## src/rtl/gated_residual_unit_pkg.sv

```systemverilog
// Shared constants, types and saturation helpers for the gated residual unit.
// All fixed-point values are Q1.6 / Q0.6 with 64 representing 1.0.
package gated_residual_unit_pkg;

  localparam int ONE_Q6     = 64;
  localparam int SIG_OFFSET = 32;
  localparam int TANH_MIN   = -ONE_Q6;
  localparam int TANH_MAX   = ONE_Q6;
  localparam int SIG_MIN    = 0;
  localparam int SIG_MAX    = ONE_Q6;
  localparam int SAT8_MIN   = -128;
  localparam int SAT8_MAX   = 127;
  localparam int SAT16_MIN  = -32768;
  localparam int SAT16_MAX  = 32767;

  typedef logic signed [7:0]  sample_t;
  typedef logic signed [13:0] prod_t;
  typedef logic signed [15:0] acc_t;

  function automatic int clamp(input int v, input int lo, input int hi);
    if (v < lo) return lo;
    if (v > hi) return hi;
    return v;
  endfunction

  function automatic sample_t sat8(input logic signed [8:0] v);
    return sample_t'(clamp(int'(v), SAT8_MIN, SAT8_MAX));
  endfunction

  function automatic acc_t sat16(input logic signed [16:0] v);
    return acc_t'(clamp(int'(v), SAT16_MIN, SAT16_MAX));
  endfunction

endpackage

```

## src/rtl/gated_residual_unit_if.sv

```systemverilog
// Sample-in / result-out bundle of the gated residual unit.
// The master side feeds samples; the slave side is the unit itself.
interface gated_residual_unit_if;
  logic                                   in_valid;
  gated_residual_unit_pkg::sample_t       f;
  gated_residual_unit_pkg::sample_t       g;
  gated_residual_unit_pkg::sample_t       x_res;
  logic                                   out_valid;
  gated_residual_unit_pkg::sample_t       y_res;
  gated_residual_unit_pkg::sample_t       z_out;
  gated_residual_unit_pkg::acc_t          skip_out;
  logic                                   skip_done;

  modport master (
    output in_valid, f, g, x_res,
    input  out_valid, y_res, z_out, skip_out, skip_done
  );

  modport slave (
    input  in_valid, f, g, x_res,
    output out_valid, y_res, z_out, skip_out, skip_done
  );
endinterface

```

## src/rtl/gated_act_lut.sv

```systemverilog
// Hard-tanh of the filter path and hard-sigmoid of the gate path, purely
// combinational; the arithmetic shift on g floors toward minus infinity.
module gated_act_lut
  import gated_residual_unit_pkg::*;
(
  input  sample_t f_i,
  input  sample_t g_i,
  output sample_t t_o,
  output sample_t s_o
);

  always_comb begin
    t_o = sample_t'(clamp(int'(f_i), TANH_MIN, TANH_MAX));
    s_o = sample_t'(clamp(int'(g_i >>> 2) + SIG_OFFSET, SIG_MIN, SIG_MAX));
  end

endmodule

```

## src/rtl/gated_residual_unit.sv

```systemverilog
// Three-stage gated activation with residual add and a windowed skip-sum
// accumulator; no backpressure, one sample per cycle.
module gated_residual_unit
  import gated_residual_unit_pkg::*;
#(
  parameter int unsigned SKIP_LEN = 16
) (
  input logic                  clk,
  input logic                  reset,
  gated_residual_unit_if.slave bus
);

  sample_t t_d, s_d;
  sample_t t_q, s_q, x1_q;
  logic    v1_q;

  prod_t   prod_d, prod_q;
  sample_t x2_q;
  logic    v2_q;

  sample_t z_d, y_d, z_q, y_q;
  logic    v3_q;

  acc_t       acc_d, acc_q, skip_d, skip_q;
  logic [7:0] cnt_d, cnt_q;
  logic       done_d, done_q;
  acc_t       acc_sat;
  logic       window_end;

  gated_act_lut u_act (
    .f_i (bus.f),
    .g_i (bus.g),
    .t_o (t_d),
    .s_o (s_d)
  );

  always_comb begin
    prod_d     = 14'(t_q) * 14'(s_q);
    z_d        = sample_t'(prod_q >>> 6);
    y_d        = sat8(9'(x2_q) + 9'(z_d));
    acc_sat    = sat16(17'(acc_q) + 17'(z_d));
    window_end = (({1'b0, cnt_q} + 9'd1) == 9'(SKIP_LEN));
  end

  // The skip window accumulates on the same edge S3 loads, so skip_done
  // coincides with out_valid of the window's last sample.
  always_comb begin
    acc_d  = acc_q;
    cnt_d  = cnt_q;
    skip_d = skip_q;
    done_d = 1'b0;
    if (v2_q) begin
      if (window_end) begin
        skip_d = acc_sat;
        done_d = 1'b1;
        acc_d  = '0;
        cnt_d  = '0;
      end else begin
        acc_d = acc_sat;
        cnt_d = cnt_q + 8'd1;
      end
    end
  end

  always_ff @(posedge clk) begin
    if (reset) begin
      v1_q   <= 1'b0;
      t_q    <= '0;
      s_q    <= '0;
      x1_q   <= '0;
      v2_q   <= 1'b0;
      prod_q <= '0;
      x2_q   <= '0;
      v3_q   <= 1'b0;
      z_q    <= '0;
      y_q    <= '0;
      acc_q  <= '0;
      cnt_q  <= '0;
      skip_q <= '0;
      done_q <= 1'b0;
    end else begin
      v1_q <= bus.in_valid;
      if (bus.in_valid) begin
        t_q  <= t_d;
        s_q  <= s_d;
        x1_q <= bus.x_res;
      end
      v2_q <= v1_q;
      if (v1_q) begin
        prod_q <= prod_d;
        x2_q   <= x1_q;
      end
      v3_q <= v2_q;
      if (v2_q) begin
        z_q <= z_d;
        y_q <= y_d;
      end
      acc_q  <= acc_d;
      cnt_q  <= cnt_d;
      skip_q <= skip_d;
      done_q <= done_d;
    end
  end

  assign bus.out_valid = v3_q;
  assign bus.z_out     = z_q;
  assign bus.y_res     = y_q;
  assign bus.skip_out  = skip_q;
  assign bus.skip_done = done_q;

endmodule

```

## src/flat_wrapper.sv

```systemverilog
// flat-port wrapper written by rule: the top's interface ports become plain ports
module gated_residual_unit_flat import gated_residual_unit_pkg::*;
#(
  parameter int unsigned SKIP_LEN = 16
)
  (clk, reset, bus_in_valid, bus_f, bus_g, bus_x_res, bus_out_valid, bus_y_res, bus_z_out, bus_skip_out, bus_skip_done);
  gated_residual_unit_if bus_i ();
  input logic clk;
  input logic reset;
  input wire logic [$bits(bus_i.in_valid)-1:0] bus_in_valid;
  input wire logic [$bits(bus_i.f)-1:0] bus_f;
  input wire logic [$bits(bus_i.g)-1:0] bus_g;
  input wire logic [$bits(bus_i.x_res)-1:0] bus_x_res;
  output wire logic [$bits(bus_i.out_valid)-1:0] bus_out_valid;
  output wire logic [$bits(bus_i.y_res)-1:0] bus_y_res;
  output wire logic [$bits(bus_i.z_out)-1:0] bus_z_out;
  output wire logic [$bits(bus_i.skip_out)-1:0] bus_skip_out;
  output wire logic [$bits(bus_i.skip_done)-1:0] bus_skip_done;
  assign bus_i.in_valid = bus_in_valid;
  assign bus_i.f = bus_f;
  assign bus_i.g = bus_g;
  assign bus_i.x_res = bus_x_res;
  assign bus_out_valid = bus_i.out_valid;
  assign bus_y_res = bus_i.y_res;
  assign bus_z_out = bus_i.z_out;
  assign bus_skip_out = bus_i.skip_out;
  assign bus_skip_done = bus_i.skip_done;
  gated_residual_unit #(.SKIP_LEN(SKIP_LEN)) u_core (.clk(clk), .reset(reset), .bus(bus_i));
endmodule
```

## config.mk

```make
export PLATFORM = sky130hd
export DESIGN_NAME = gated_residual_unit_flat
export DESIGN_NICKNAME = d
export VERILOG_FILES = /design/src/rtl/gated_residual_unit_pkg.sv /design/src/rtl/gated_residual_unit_if.sv /design/src/rtl/gated_act_lut.sv /design/src/rtl/gated_residual_unit.sv /design/src/flat_wrapper.sv
export SDC_FILE = /design/constraint.sdc
export NUM_CORES = 1
export LEC_CHECK = 0
export ABC_AREA = 0
export BUFFER_PORTS_ARGS = -buffer_cell sky130_fd_sc_hd__buf_2
export CAP_MARGIN = 30
export CORE_MARGIN = 10
export CORE_UTILIZATION = 37
export DETAILED_ROUTE_END_ITERATION = 8
export PLACE_DENSITY = 0.58
export SLEW_MARGIN = 20
export SYNTH_ARGS = -nofsm -noshare
export SYNTH_HDL_FRONTEND = slang
export SYNTH_HIERARCHICAL = 1
export SYNTH_SLANG_ARGS = --single-unit
```

## constraint.sdc

```tcl
create_clock -name clk -period 5.2 [get_ports clk]
set_input_delay 0.26 -clock clk [delete_from_list [all_inputs] [get_ports clk]]
set_output_delay 0.26 -clock clk [all_outputs]
set_load 0.03 [all_outputs]
```

Word level (Yosys, flattened, before mapping)
Cells that the tools add are included.
{"block": "totals", "wordCells": 62, "latch_bits": 0, "inputBits": 27, "n_memories": 0, "rom_bits": 0, "regBits": 106, "ram_bits": 0}
{"block": "classes", "mux": 30, "bitwise": 1, "n_eq_ne": 1, "n_reduce_logical": 2, "n_shift": 0, "n_addsub": 5, "n_mul": 1, "n_lt_le_gt_ge": 8, "div": 0}
{"op": "$mux W8", "n": 11}
{"op": "$mux W16", "n": 5}
{"op": "$add A16 B8 Y17", "n": 1}
{"op": "$gt A17 B16 Y1 const B", "n": 1}
{"op": "$lt A17 B16 Y1 const B", "n": 1}
{"op": "$gt A8 B8 Y1 const B", "n": 2}
{"op": "$mul A8 B8 Y14", "n": 1}
{"op": "$mux W1", "n": 13}
{"op": "$add A8 B1 Y9 const B", "n": 1}
{"op": "$add A8 B8 Y9", "n": 1}
{"op": "$eq A9 B5 Y1 const B", "n": 1}
{"op": "$gt A9 B8 Y1 const B", "n": 1}
{"op": "$lt A9 B8 Y1 const B", "n": 1}
{"op": "$add A6 B7 Y8 const B", "n": 1}
{"op": "$add A8 B1 Y8 const B", "n": 1}
{"op": "$lt A8 B1 Y1 const B", "n": 1}
{"op": "$lt A8 B7 Y1 const B", "n": 1}
{"op": "$mux W7", "n": 1}
{"op": "$reduce_and A2 Y1", "n": 1}
{"op": "$reduce_or A2 Y1", "n": 1}
{"op": "$not A1 Y1", "n": 1}

Logic depth before layout (Yosys ltp)
Gate-level depths: netlist (run 1).
{"block": "logic_depth", "ltp_word": 7, "mapped_depth": 17}

By module
Netlist (run 1), hierarchy kept.
{"module": "gated_residual_unit", "n_inst": 1, "cells_per_inst": 773, "area_each_um2": 6836.6, "seq_area_each_um2": 2001.9}
{"module": "gated_act_lut", "n_inst": 1, "cells_per_inst": 18, "area_each_um2": 123.9, "seq_area_each_um2": 0.0}

Least setup slack after synthesis (run 1)
OpenSTA, ideal clock, no wires.
{"block": "synth_timing", "kind": "register to register", "startpoint": "register u_core.s_q[4]", "endpoint": "register u_core.prod_q[12]", "path_stages_with_launch": 17, "period_less_slack_ps": 4336, "setup_time_ps": 106, "arrival_ps": 4230, "path_buffers": 1, "slack_ps": 864, "path_cell_list": "dfxtp_1 clkbuf_1 nand2_1 fa_1 inv_1 fa_1 fa_1 inv_1 fa_1 inv_1 ha_1 o21a_1 o21ai_0 a21oi_1 o21a_1 or4_1 o311ai_0"}
{"block": "synth_via", "elab_chain_len": 1}
{"item": "start: declaration", "line_no": "gated_residual_unit.sv:14", "source": "sample_t t_q, s_q, x1_q;"}
{"item": "start signal: assignment", "line_no": "gated_residual_unit.sv:69", "source": "s_q <= '0;"}
{"item": "start signal: assignment", "line_no": "gated_residual_unit.sv:85", "source": "s_q <= s_d;"}
{"item": "$mul A8 B8 Y14", "line_no": "gated_residual_unit.sv:38", "source": "prod_d = 14'(t_q) * 14'(s_q);"}
{"item": "end signal: assignment", "line_no": "gated_residual_unit.sv:90", "source": "prod_q <= prod_d;"}
{"item": "end: declaration", "line_no": "gated_residual_unit.sv:17", "source": "prod_t prod_d, prod_q;"}
No other way between the ends.
A chain may end at the register's enable or synchronous reset.

Worst setup path after layout (run 1)
Same ends and word-level chain as after synthesis.

==> results of run 1 <==
==> state kept, by name, indices dropped and copies added, names as in the netlist <==
name                  flops
u_core/acc_q             16
u_core/bus.skip_out      16
u_core/x1_q               8
u_core/bus.y_res          8
u_core/prod_q             8
u_core/x2_q               8
u_core/v2_q               1
u_core/bus.skip_done      1
u_core/bus.out_valid      1
u_core/s_q                8
u_core/v1_q               1
u_core/t_q                8
u_core/bus.z_out          8
u_core/cnt_q              8
==> metal layers <==
layer / up-vias / wire length (µm)
met1: 2481 / 7246
met3: 5 / 361
met5: - / 0
met4: 0 / 92
li1: 2707 / -
met2: 46 / 7077
==> power by group through the flow <==
stage	sequential (mW)	clock [mW]	combinational, mW
after floorplan	0.833	0	0.235
after global placement	0.846	0	0.295
after detailed placement	0.846	0	0.296
after CTS	0.828	0.663	0.298
after global routing	0.833	0.685	0.339
final	0.828	0.632	0.291
==> placed cells by master, fill, tap and decap left out, types with 3 or more instances in the layout <==
cell type  instances
a211oi_1          12
a211oi_2           4
a21o_1             5
a21oi_1           27
a21oi_2            3
a22o_1             4
a31oi_1            4
and2_1            37
and3_1             4
buf_2             58
clkbuf_16          9
dfxtp_1          100
fa_1              48
ha_1              49
inv_1             80
maj3_1             7
mux2i_1           43
nand2_1           64
nand2b_1           9
nand3_1            6
nand3b_1           3
nor2_1           102
nor2b_1            6
nor3_1            14
o21a_1             9
o21ai_0           36
o21bai_1           4
or2_2              5
or3_1              3
xnor2_1           18
xor2_1             8
==> metrics by stage <==
stage          utilization (%)  std cells  power (mW)
5_1_grt                  41.33       1067       1.858
3_3_place_gp             39.83       1052       1.141
2_1_floorplan                -        792       1.068
4_1_cts                  41.33       1067       1.789
6_report                 41.33       1067       1.752
3_5_place_dp             39.85       1052       1.142
==> path summary, 6_finish.rpt <==
check,start,end
max reg2reg,u_core/s_q[4],u_core/prod_q[12]
max,u_core/s_q[4],u_core/prod_q[12]
min reg2reg,u_core/bus.skip_out[11],u_core/bus.skip_out[11]
min,bus_x_res[1],u_core/x1_q[1]
==> logic make-up (layout without fill, tap and decap cells) <==
logic type,after synthesis,count (layout)
multiplexers,43,43
AO/OA/AOI/OAI,135,135
adder cells (fa/ha/maj),104,104
AND/OR/NAND/NOR,266,266
other,1,2
buffers and inverters,115,156
XOR/XNOR,27,27
flip-flops,100,100
==> final cells by class <==
cell class              count  share of cell area [%]
multi-input cells         577                   58.59
clock buffers              11                   3.161
flip-flops and latches    100                   26.07
clock inverters             4                  0.4399
well taps                 234                   3.812
inverters                  81                   3.959
repair buffers             60                   3.975
==> worst reg2reg max path, cell delays in order, from the launching register on <==
cell	delay, ns
dfxtp_1	0.52
nand2_1	0.13
fa_1	0.54
inv_1	0.05
fa_1	0.47
fa_1	0.55
inv_1	0.05
fa_1	0.52
inv_1	0.04
ha_1	0.32
o21a_1	0.21
o21ai_0	0.14
a21oi_1	0.10
o21a_1	0.21
or4_1	0.46
o311ai_0	0.09
==> report_table.html, run 1 <==
<table>
<tr><th>Metric</th><th>Value</th></tr>
<tr><th colspan="2">Logic synthesis</th></tr>
<tr><td>Main synth FF type</td><td>dfxtp_1</td></tr>
<tr><td>Most common cell in the netlist</td><td>nor2_1</td></tr>
<tr><td>Post-Synth XOR/XNOR Area</td><td>3.505%</td></tr>
<tr><td>Cell Area, Synth</td><td>6960 µm²</td></tr>
<tr><td>Share of flip-flops with an asynchronous set or reset after synthesis</td><td>0%</td></tr>
<tr><td>Number of synthesized register bits</td><td>100</td></tr>
<tr><td>Post-Syn Area per Cell</td><td>8.800 µm²</td></tr>
<tr><td>Number of distinct standard cells referenced by the synthesized netlist</td><td>69</td></tr>
<tr><td>Adder-cell share of the synthesized area</td><td>23.62%</td></tr>
<tr><td>Synthesized instance count</td><td>791</td></tr>
<tr><td>Dominant combinational cell family by area after synthesis</td><td>adder cells</td></tr>
<tr><td>Most common library cells after synthesis</td><td>nor2_1 (103), dfxtp_1 (100), inv_1 (80), nand2_1 (64), ha_1 (49)</td></tr>
<tr><td>Post-synth top area cell</td><td>dfxtp_1</td></tr>
<tr><td>Post-synthesis share of cell area spent on and, or, nand and nor gates</td><td>17.90%</td></tr>
<tr><td>Number of enable-type register cells in the synthesized netlist</td><td>0</td></tr>
<tr><td>Dominant cells by area after synthesis</td><td>dfxtp_1 (29%), fa_1 (14%), ha_1 (8.8%), mux2i_1 (6.2%), nor2_1 (5.6%)</td></tr>
<tr><td>Compound-Gate Fraction of Synth Area</td><td>13.28%</td></tr>
<tr><td>Total number of yosys warnings</td><td>6</td></tr>
<tr><td>Area fraction of the dominant cell type after synthesis</td><td>28.76%</td></tr>
<tr><td>Fraction of synthesized area in multiplexers</td><td>6.184%</td></tr>
<tr><td>Sequential element share of the synthesized area</td><td>28.76%</td></tr>
<tr><th colspan="2">Pwr</th></tr>
<tr><td>Share of total power consumed by net switching</td><td>28.47%</td></tr>
<tr><td>Peak VDD IR</td><td>0.1789 mV</td></tr>
<tr><td>Power density of the placed cells</td><td>228.1 nW/µm²</td></tr>
<tr><td>Clock group share of total power</td><td>36.1%</td></tr>
<tr><td>Switching power</td><td>0.4987 mW</td></tr>
<tr><td>Internal Power</td><td>1.253 mW</td></tr>
<tr><td>Relative contribution of combinational cells to total power</td><td>16.6%</td></tr>
<tr><td>Portion of total power attributed to sequential cells</td><td>47.3%</td></tr>
<tr><td>Leakage power of the design</td><td>3.424 nW</td></tr>
<tr><th colspan="2">Floorplan</th></tr>
<tr><td>Vertical extent of the die</td><td>157.2 µm</td></tr>
<tr><td>Die X</td><td>157.2 µm</td></tr>
<tr><td>Number of standard-cell rows in the floorplan</td><td>50</td></tr>
<tr><td>Number of I/O pins</td><td>61</td></tr>
<tr><td>Initial core utilization</td><td>37.46%</td></tr>
<tr><td>Core box area</td><td>18580 µm²</td></tr>
<tr><td>Die Area</td><td>24700 µm²</td></tr>
<tr><th colspan="2">GRT</th></tr>
<tr><td>Global-route wire length before repair</td><td>25880 µm</td></tr>
<tr><td>Total congestion overflow after global routing</td><td>0</td></tr>
<tr><td>Via count of the first global-routing pass</td><td>5205</td></tr>
<tr><td>Total routing usage reported by global routing</td><td>12.80%</td></tr>
<tr><td>Met3 Track Usage GR</td><td>2.429%</td></tr>
<tr><td>Largest net degree at the start of global routing</td><td>82</td></tr>
<tr><td>Met2 usage in global routing</td><td>21.03%</td></tr>
<tr><td>Antenna violations before repair</td><td>0</td></tr>
<tr><td>Global routing usage on met1</td><td>17.02%</td></tr>
<tr><td>GRT Max-Usage Layer</td><td>met2</td></tr>
<tr><th colspan="2">Clocking</th></tr>
<tr><td>Maximum root-to-sink buffer count</td><td>2</td></tr>
<tr><td>Post-CTS setup-driven buffer insertion count</td><td>0</td></tr>
<tr><td>Clock-pin slew on the worst setup and hold paths</td><td>0.07 ns</td></tr>
<tr><td>Number of hold buffers added after cts</td><td>0</td></tr>
<tr><td>Worst skew pair latency</td><td>0.34 ns</td></tr>
<tr><td>TritonCTS clock tree</td><td>yes</td></tr>
<tr><td>PostCTS Resize Cnt</td><td>0</td></tr>
<tr><td>Number of clock sinks</td><td>100</td></tr>
<tr><td>CTS root buffer</td><td>clkbuf_16</td></tr>
<tr><td>Total clock buffers created by CTS</td><td>9</td></tr>
<tr><td>Depth of the CTS H-tree</td><td>3</td></tr>
<tr><th colspan="2">Cells and area</th></tr>
<tr><td>Ant diodes</td><td>0</td></tr>
<tr><td>Layout Cell Area excl Fill</td><td>7680 µm²</td></tr>
<tr><td>Sequential cell area</td><td>2002 µm²</td></tr>
<tr><td>Fraction of final layout cells sized beyond drive strength 1</td><td>11.76%</td></tr>
<tr><td># fillers</td><td>1852</td></tr>
<tr><td>Layout Area Growth over Synthesis</td><td>10.34%</td></tr>
<tr><td>Area of the multi-input gates</td><td>4499 µm²</td></tr>
<tr><td>Net count of the finished layout</td><td>953</td></tr>
<tr><th colspan="2">Setup path</th></tr>
<tr><td>Cell occurring most often along the worst timing path</td><td>fa_1</td></tr>
<tr><td>Crit path buf inv count</td><td>3</td></tr>
<tr><td>R2R setup slack</td><td>0.70 ns</td></tr>
<tr><td>Ordered list of cells on the worst path</td><td>nand2_1 -&gt; fa_1 -&gt; inv_1 -&gt; fa_1 -&gt; fa_1 -&gt; inv_1 -&gt; fa_1 -&gt; inv_1 -&gt; ha_1 -&gt; o21a_1 -&gt; o21ai_0 -&gt; a21oi_1 -&gt; o21a_1 -&gt; or4_1 -&gt; o311ai_0</td></tr>
<tr><td>Required time of the critical path</td><td>5.44 ns</td></tr>
<tr><td>Critical Path Start Type</td><td>register</td></tr>
<tr><td>Crit. path cell count</td><td>15</td></tr>
<tr><td>Critical path class</td><td>reg2reg</td></tr>
<tr><td>Arr. time, crit path</td><td>4.74 ns</td></tr>
<tr><td>Depth of the most critical reg-to-reg path</td><td>15</td></tr>
<tr><td>CP max stage cell</td><td>fa_1</td></tr>
<tr><td>Largest incremental delay on the critical path</td><td>0.55 ns</td></tr>
<tr><td>Top fanout value on the critical path</td><td>9</td></tr>
<tr><td>Worst Setup End Kind</td><td>register</td></tr>
<tr><td>Critical path's top delay family</td><td>adder cells</td></tr>
<tr><th colspan="2">Detailed routing</th></tr>
<tr><td>Detailed-router iteration count before antenna repair</td><td>4</td></tr>
<tr><td>Antenna Nets Post-Route</td><td>0</td></tr>
<tr><td>Post-route DRC</td><td>0</td></tr>
<tr><td>Vias per Instance</td><td>4.910</td></tr>
<tr><td>Count of vias placed by the detailed router</td><td>5239</td></tr>
<tr><td>Avg WL per Cell</td><td>13.85 µm</td></tr>
<tr><td>1st-iter DRT viols</td><td>212</td></tr>
<tr><td>Detailed Route WL</td><td>14780 µm</td></tr>
<tr><th colspan="2">Timing</th></tr>
<tr><td>Post-route clock period utilization</td><td>86.49%</td></tr>
<tr><td>Shortest period the worst path allows</td><td>4.497 ns</td></tr>
<tr><td>Measured slew at the worst slew-check pin</td><td>0.8830 ns</td></tr>
<tr><td>Setup ws final</td><td>0.7027 ns</td></tr>
<tr><td>Maximum clock skew at final layout</td><td>0.01021 ns</td></tr>
<tr><td>Final-report max-slew violation count</td><td>0</td></tr>
<tr><td>Setup TNS after final layout</td><td>0 ns</td></tr>
<tr><td>Number of endpoints failing setup at the final stage</td><td>0</td></tr>
<tr><td>Min Hold Slack</td><td>0.1482 ns</td></tr>
<tr><td>Upper clock frequency limit</td><td>222.4 MHz</td></tr>
<tr><td>Normalized max-slew margin</td><td>41.13%</td></tr>
<tr><td>Final-report hold violation count</td><td>0</td></tr>
<tr><td>Unrepaired setup endpoints after global routing</td><td>false</td></tr>
<tr><th colspan="2">Placed design</th></tr>
<tr><td>Weighted congestion reported at the end of routability-driven placement</td><td>0.8305</td></tr>
<tr><td>Worst setup slack before clock tree synthesis</td><td>0.7021 ns</td></tr>
<tr><td>Instance area after placement</td><td>7403 µm²</td></tr>
<tr><td>Detail Placement HPWL</td><td>11190 µm</td></tr>
<tr><td>Buffers on Ports</td><td>58</td></tr>
<tr><th colspan="2">Run status</th></tr>
<tr><td>Run status</td><td>completed</td></tr>
<tr><th colspan="2">Hold path</th></tr>
<tr><td>Hold depth</td><td>3</td></tr>
<tr><td>Worst hold path class</td><td>in2reg</td></tr>
<tr><th colspan="2">Run</th></tr>
<tr><td>Max-cap violation count</td><td>0</td></tr>
</table>
(Power assumes the default switching activity.)
==> run 2, diff against run 1 <==
--- a/config.mk
+++ b/config.mk
@@ -6,12 +6,11 @@
 export NUM_CORES = 1
 export LEC_CHECK = 0
 export ABC_AREA = 0
-export BUFFER_PORTS_ARGS = -buffer_cell sky130_fd_sc_hd__buf_2
-export CAP_MARGIN = 30
 export CORE_MARGIN = 10
 export CORE_UTILIZATION = 37
 export DETAILED_ROUTE_END_ITERATION = 8
-export PLACE_DENSITY = 0.58
+export DONT_BUFFER_PORTS = 1
+export PLACE_DENSITY = 0.55
 export SLEW_MARGIN = 20
 export SYNTH_ARGS = -nofsm -noshare
 export SYNTH_HDL_FRONTEND = slang
==> run 2 against run 1 <==
Net effect: first-iteration DRC count shrank 5.7%; routed wire length grew 4.5%; worst setup slack lost 0.011 ns; combinational power shrank 7.2%; count of clock-buffer cells in the layout shrank 1; sequential share of layout area grew 0.71 points; power grew 7.5%; core utilization shrank 1.1 points; fmax shrank 0.25%; worst hold slack lost 0.12 ns; register-to-register slack is essentially flat; design area shrank 2.6%; critical path type unchanged; largest power group unchanged.
==> report_table.html, run 2 (synthesized netlist as in run 1, its figures left out) <==
<table>
<tr><th>Metric</th><th>Value</th></tr>
<tr><th colspan="2">Run</th></tr>
<tr><td>Max-cap violation count</td><td>0 (unchanged)</td></tr>
<tr><th colspan="2">Timing</th></tr>
<tr><td>Unrepaired setup endpoints after global routing</td><td>false</td></tr>
<tr><td>Measured slew at the worst slew-check pin</td><td>0.8684 ns (-0.01461 ns)</td></tr>
<tr><td>Final-report max-slew violation count</td><td>0 (unchanged)</td></tr>
<tr><td>Post-route clock period utilization</td><td>86.70% (+0.21 points)</td></tr>
<tr><td>Min Hold Slack</td><td>0.02540 ns (-0.1228 ns)</td></tr>
<tr><td>Setup TNS after final layout</td><td>0 ns (unchanged)</td></tr>
<tr><td>Maximum clock skew at final layout</td><td>0.005926 ns (-0.004287 ns)</td></tr>
<tr><td>Normalized max-slew margin</td><td>42.03% (+0.89 points)</td></tr>
<tr><td>Shortest period the worst path allows</td><td>4.508 ns (+0.01109 ns)</td></tr>
<tr><td>Final-report hold violation count</td><td>0 (unchanged)</td></tr>
<tr><td>Upper clock frequency limit</td><td>221.8 MHz (-0.25%)</td></tr>
<tr><td>Number of endpoints failing setup at the final stage</td><td>0 (unchanged)</td></tr>
<tr><th colspan="2">Detailed routing</th></tr>
<tr><td>1st-iter DRT viols</td><td>200 (-5.7%)</td></tr>
<tr><td>Detailed-router iteration count before antenna repair</td><td>4 (unchanged)</td></tr>
<tr><td>Vias per Instance</td><td>5.002 (+1.9%)</td></tr>
<tr><td>Top sig layer</td><td>met4</td></tr>
<tr><td>Antenna Nets Post-Route</td><td>0 (unchanged)</td></tr>
<tr><td>Count of vias placed by the detailed router</td><td>5057 (-3.5%)</td></tr>
<tr><td>Metal-1 WL</td><td>7201 µm (-0.62%)</td></tr>
<tr><td>Detail Route met2 WL</td><td>7292 µm (+3.0%)</td></tr>
<tr><td>Avg WL per Cell</td><td>15.27 µm (+10%)</td></tr>
<tr><td>Met3 Routed Length</td><td>792 µm (+120%)</td></tr>
<tr><td>Post-route DRC</td><td>0 (unchanged)</td></tr>
<tr><td>Detailed Route WL</td><td>15440 µm (+4.5%)</td></tr>
<tr><th colspan="2">GRT</th></tr>
<tr><td>Antenna violations before repair</td><td>0 (unchanged)</td></tr>
<tr><td>Via count of the first global-routing pass</td><td>5167 (-0.73%)</td></tr>
<tr><td>Global-route wire length before repair</td><td>26320 µm (+1.7%)</td></tr>
<tr><td>Total routing usage reported by global routing</td><td>13.19% (+0.39 points)</td></tr>
<tr><td>Largest net degree at the start of global routing</td><td>74 (-9.8%)</td></tr>
<tr><td>Total congestion overflow after global routing</td><td>0 (unchanged)</td></tr>
<tr><th colspan="2">Cells and area</th></tr>
<tr><td>Fraction of final layout cells sized beyond drive strength 1</td><td>5.405% (-6.4 points)</td></tr>
<tr><td>Ant diodes</td><td>0 (unchanged)</td></tr>
<tr><td>Net count of the finished layout</td><td>896 (-6.0%)</td></tr>
<tr><td>Commonest non-fill, non-tap cell in the layout</td><td>nor2_1</td></tr>
<tr><td>Commonest cells after routing, fill and taps aside</td><td>nor2_1 (103), dfxtp_1 (100), inv_1 (80)</td></tr>
<tr><td>Final cell count without fillers</td><td>1011 (-5.2%)</td></tr>
<tr><td>Layout Area Growth over Synthesis</td><td>7.424%</td></tr>
<tr><th colspan="2">Floorplan</th></tr>
<tr><td>Vertical extent of the die</td><td>157.2 µm (unchanged)</td></tr>
<tr><td>Die X</td><td>157.2 µm (unchanged)</td></tr>
<tr><td>Initial core utilization</td><td>37.46% (unchanged)</td></tr>
<tr><td>Number of I/O pins</td><td>61 (unchanged)</td></tr>
<tr><td>Number of standard-cell rows in the floorplan</td><td>50 (unchanged)</td></tr>
<tr><td>Core box area</td><td>18580 µm² (unchanged)</td></tr>
<tr><td>Die Area</td><td>24700 µm² (unchanged)</td></tr>
<tr><th colspan="2">Pwr</th></tr>
<tr><td>Leakage power of the design</td><td>3.190 nW (-6.8%)</td></tr>
<tr><td>Peak VDD IR</td><td>0.2580 mV (+44%)</td></tr>
<tr><td>Power density of the placed cells</td><td>252.0 nW/µm² (+10%)</td></tr>
<tr><th colspan="2">Clocking</th></tr>
<tr><td>Clock-pin slew on the worst setup and hold paths</td><td>0.07 ns (about the same)</td></tr>
<tr><td>CTS root buffer</td><td>clkbuf_16</td></tr>
<tr><td>Number of hold buffers added after cts</td><td>1 (+1)</td></tr>
<tr><td>Depth of the CTS H-tree</td><td>3 (unchanged)</td></tr>
<tr><td>Worst skew pair latency</td><td>0.35 ns (about the same)</td></tr>
<tr><td>Maximum root-to-sink buffer count</td><td>2 (unchanged)</td></tr>
<tr><td>Post-CTS setup-driven buffer insertion count</td><td>0 (unchanged)</td></tr>
<tr><td>Total clock buffers created by CTS</td><td>9 (unchanged)</td></tr>
<tr><td>Number of clock sinks</td><td>100 (unchanged)</td></tr>
<tr><td>PostCTS Resize Cnt</td><td>0 (unchanged)</td></tr>
<tr><td>TritonCTS clock tree</td><td>yes</td></tr>
<tr><th colspan="2">Setup path</th></tr>
<tr><td>Required time of the critical path</td><td>5.45 ns (about the same)</td></tr>
<tr><td>Top fanout value on the critical path</td><td>9 (unchanged)</td></tr>
<tr><td>Arr. time, crit path</td><td>4.75 ns (about the same)</td></tr>
<tr><td>Worst Setup End Kind</td><td>register</td></tr>
<tr><td>Critical path class</td><td>reg2reg</td></tr>
<tr><td>Critical Path Start Type</td><td>register</td></tr>
<tr><th colspan="2">Hold path</th></tr>
<tr><td>Worst hold path class</td><td>in2reg</td></tr>
<tr><th colspan="2">Placed design</th></tr>
<tr><td>Weighted congestion reported at the end of routability-driven placement</td><td>0.7887 (-5.0%)</td></tr>
<tr><td>Buffers on Ports</td><td>0 (-100%)</td></tr>
<tr><td># placed instances</td><td>994 (-5.5%)</td></tr>
<tr><td>Detail Placement HPWL</td><td>11350 µm (+1.4%)</td></tr>
<tr><th colspan="2">Run status</th></tr>
<tr><td>Run status</td><td>completed</td></tr>
</table>
## run 2: cell types whose count changed in the layout (fill, tap and decap cells not counted), sizes merged
| cell | change |
|---|---|
| clkinvlp | -1 |
| clkbuf | -1 |
| bufinv | +2 |
| clkinv | -2 |
| inv | +3 |
| buf | -57 |
## run 2: path summary, 6_finish.rpt
check / startpoint / endpoint / slack [ns] / cells after the start
max reg2reg: u_core/s_q[2] / u_core/prod_q[12] / 0.69 / 15
max: u_core/s_q[2] / u_core/prod_q[12] / 0.69 / 15
min reg2reg: u_core/acc_q[2] / u_core/acc_q[2] / 0.46 / 2
min: reset / u_core/bus.skip_done / 0.03 / 1
## run 2: cell type report
| type | count | area [µm²] |
|---|---|---|
| Clock inverter | 6 | 100.1 |
| Fill cell | 1850 | 11100 |
| Tap cell | 234 | 292.8 |
| Multi-Input combinational cell | 577 | 4497 |
| Inverter | 81 | 304.0 |
| Clock buffer | 10 | 239.0 |
| Sequential cell | 100 | 2002 |
| Timing Repair Buffer | 3 | 42.54 |
## run 2: worst max-delay path: stages, from the launching register on
cell and delay [ns]:
dfxtp_1 0.54, nand2_1 0.21, fa_1 0.57, inv_1 0.05
fa_1 0.46, fa_1 0.54, inv_1 0.05, fa_1 0.52
inv_1 0.04, ha_1 0.30, o21a_1 0.12, o21ai_0 0.14
a21oi_1 0.10, o21a_1 0.21, or4_1 0.45, o311ai_0 0.09
## run 2: metrics by stage
step	power, mW	area, µm²	setup slack [ns]	utilization (%)
2_1_floorplan	1.068	6964	0.8641	-
3_3_place_gp	1.117	7111	0.7088	38.27
3_5_place_dp	1.119	7111	0.6635	38.27
4_1_cts	1.930	7477	0.6594	40.24
5_1_grt	1.995	7477	0.3401	40.24
6_report	1.884	7477	0.6916	40.24
## run 2: power by group
group / internal (mW) / switching [mW]
registers: 0.790 / 0.0472
logic: 0.117 / 0.152
clock network: 0.446 / 0.331
total: 1.35 / 0.530
## run 2: routing by layer
metal | vias to the layer above | track usage (%)
met2 | 60 | 22.08
met4 | 0 | 2.983
met5 | - | 0
li1 | 2595 | -
met3 | 12 | 3.357
met1 | 2390 | 16.70
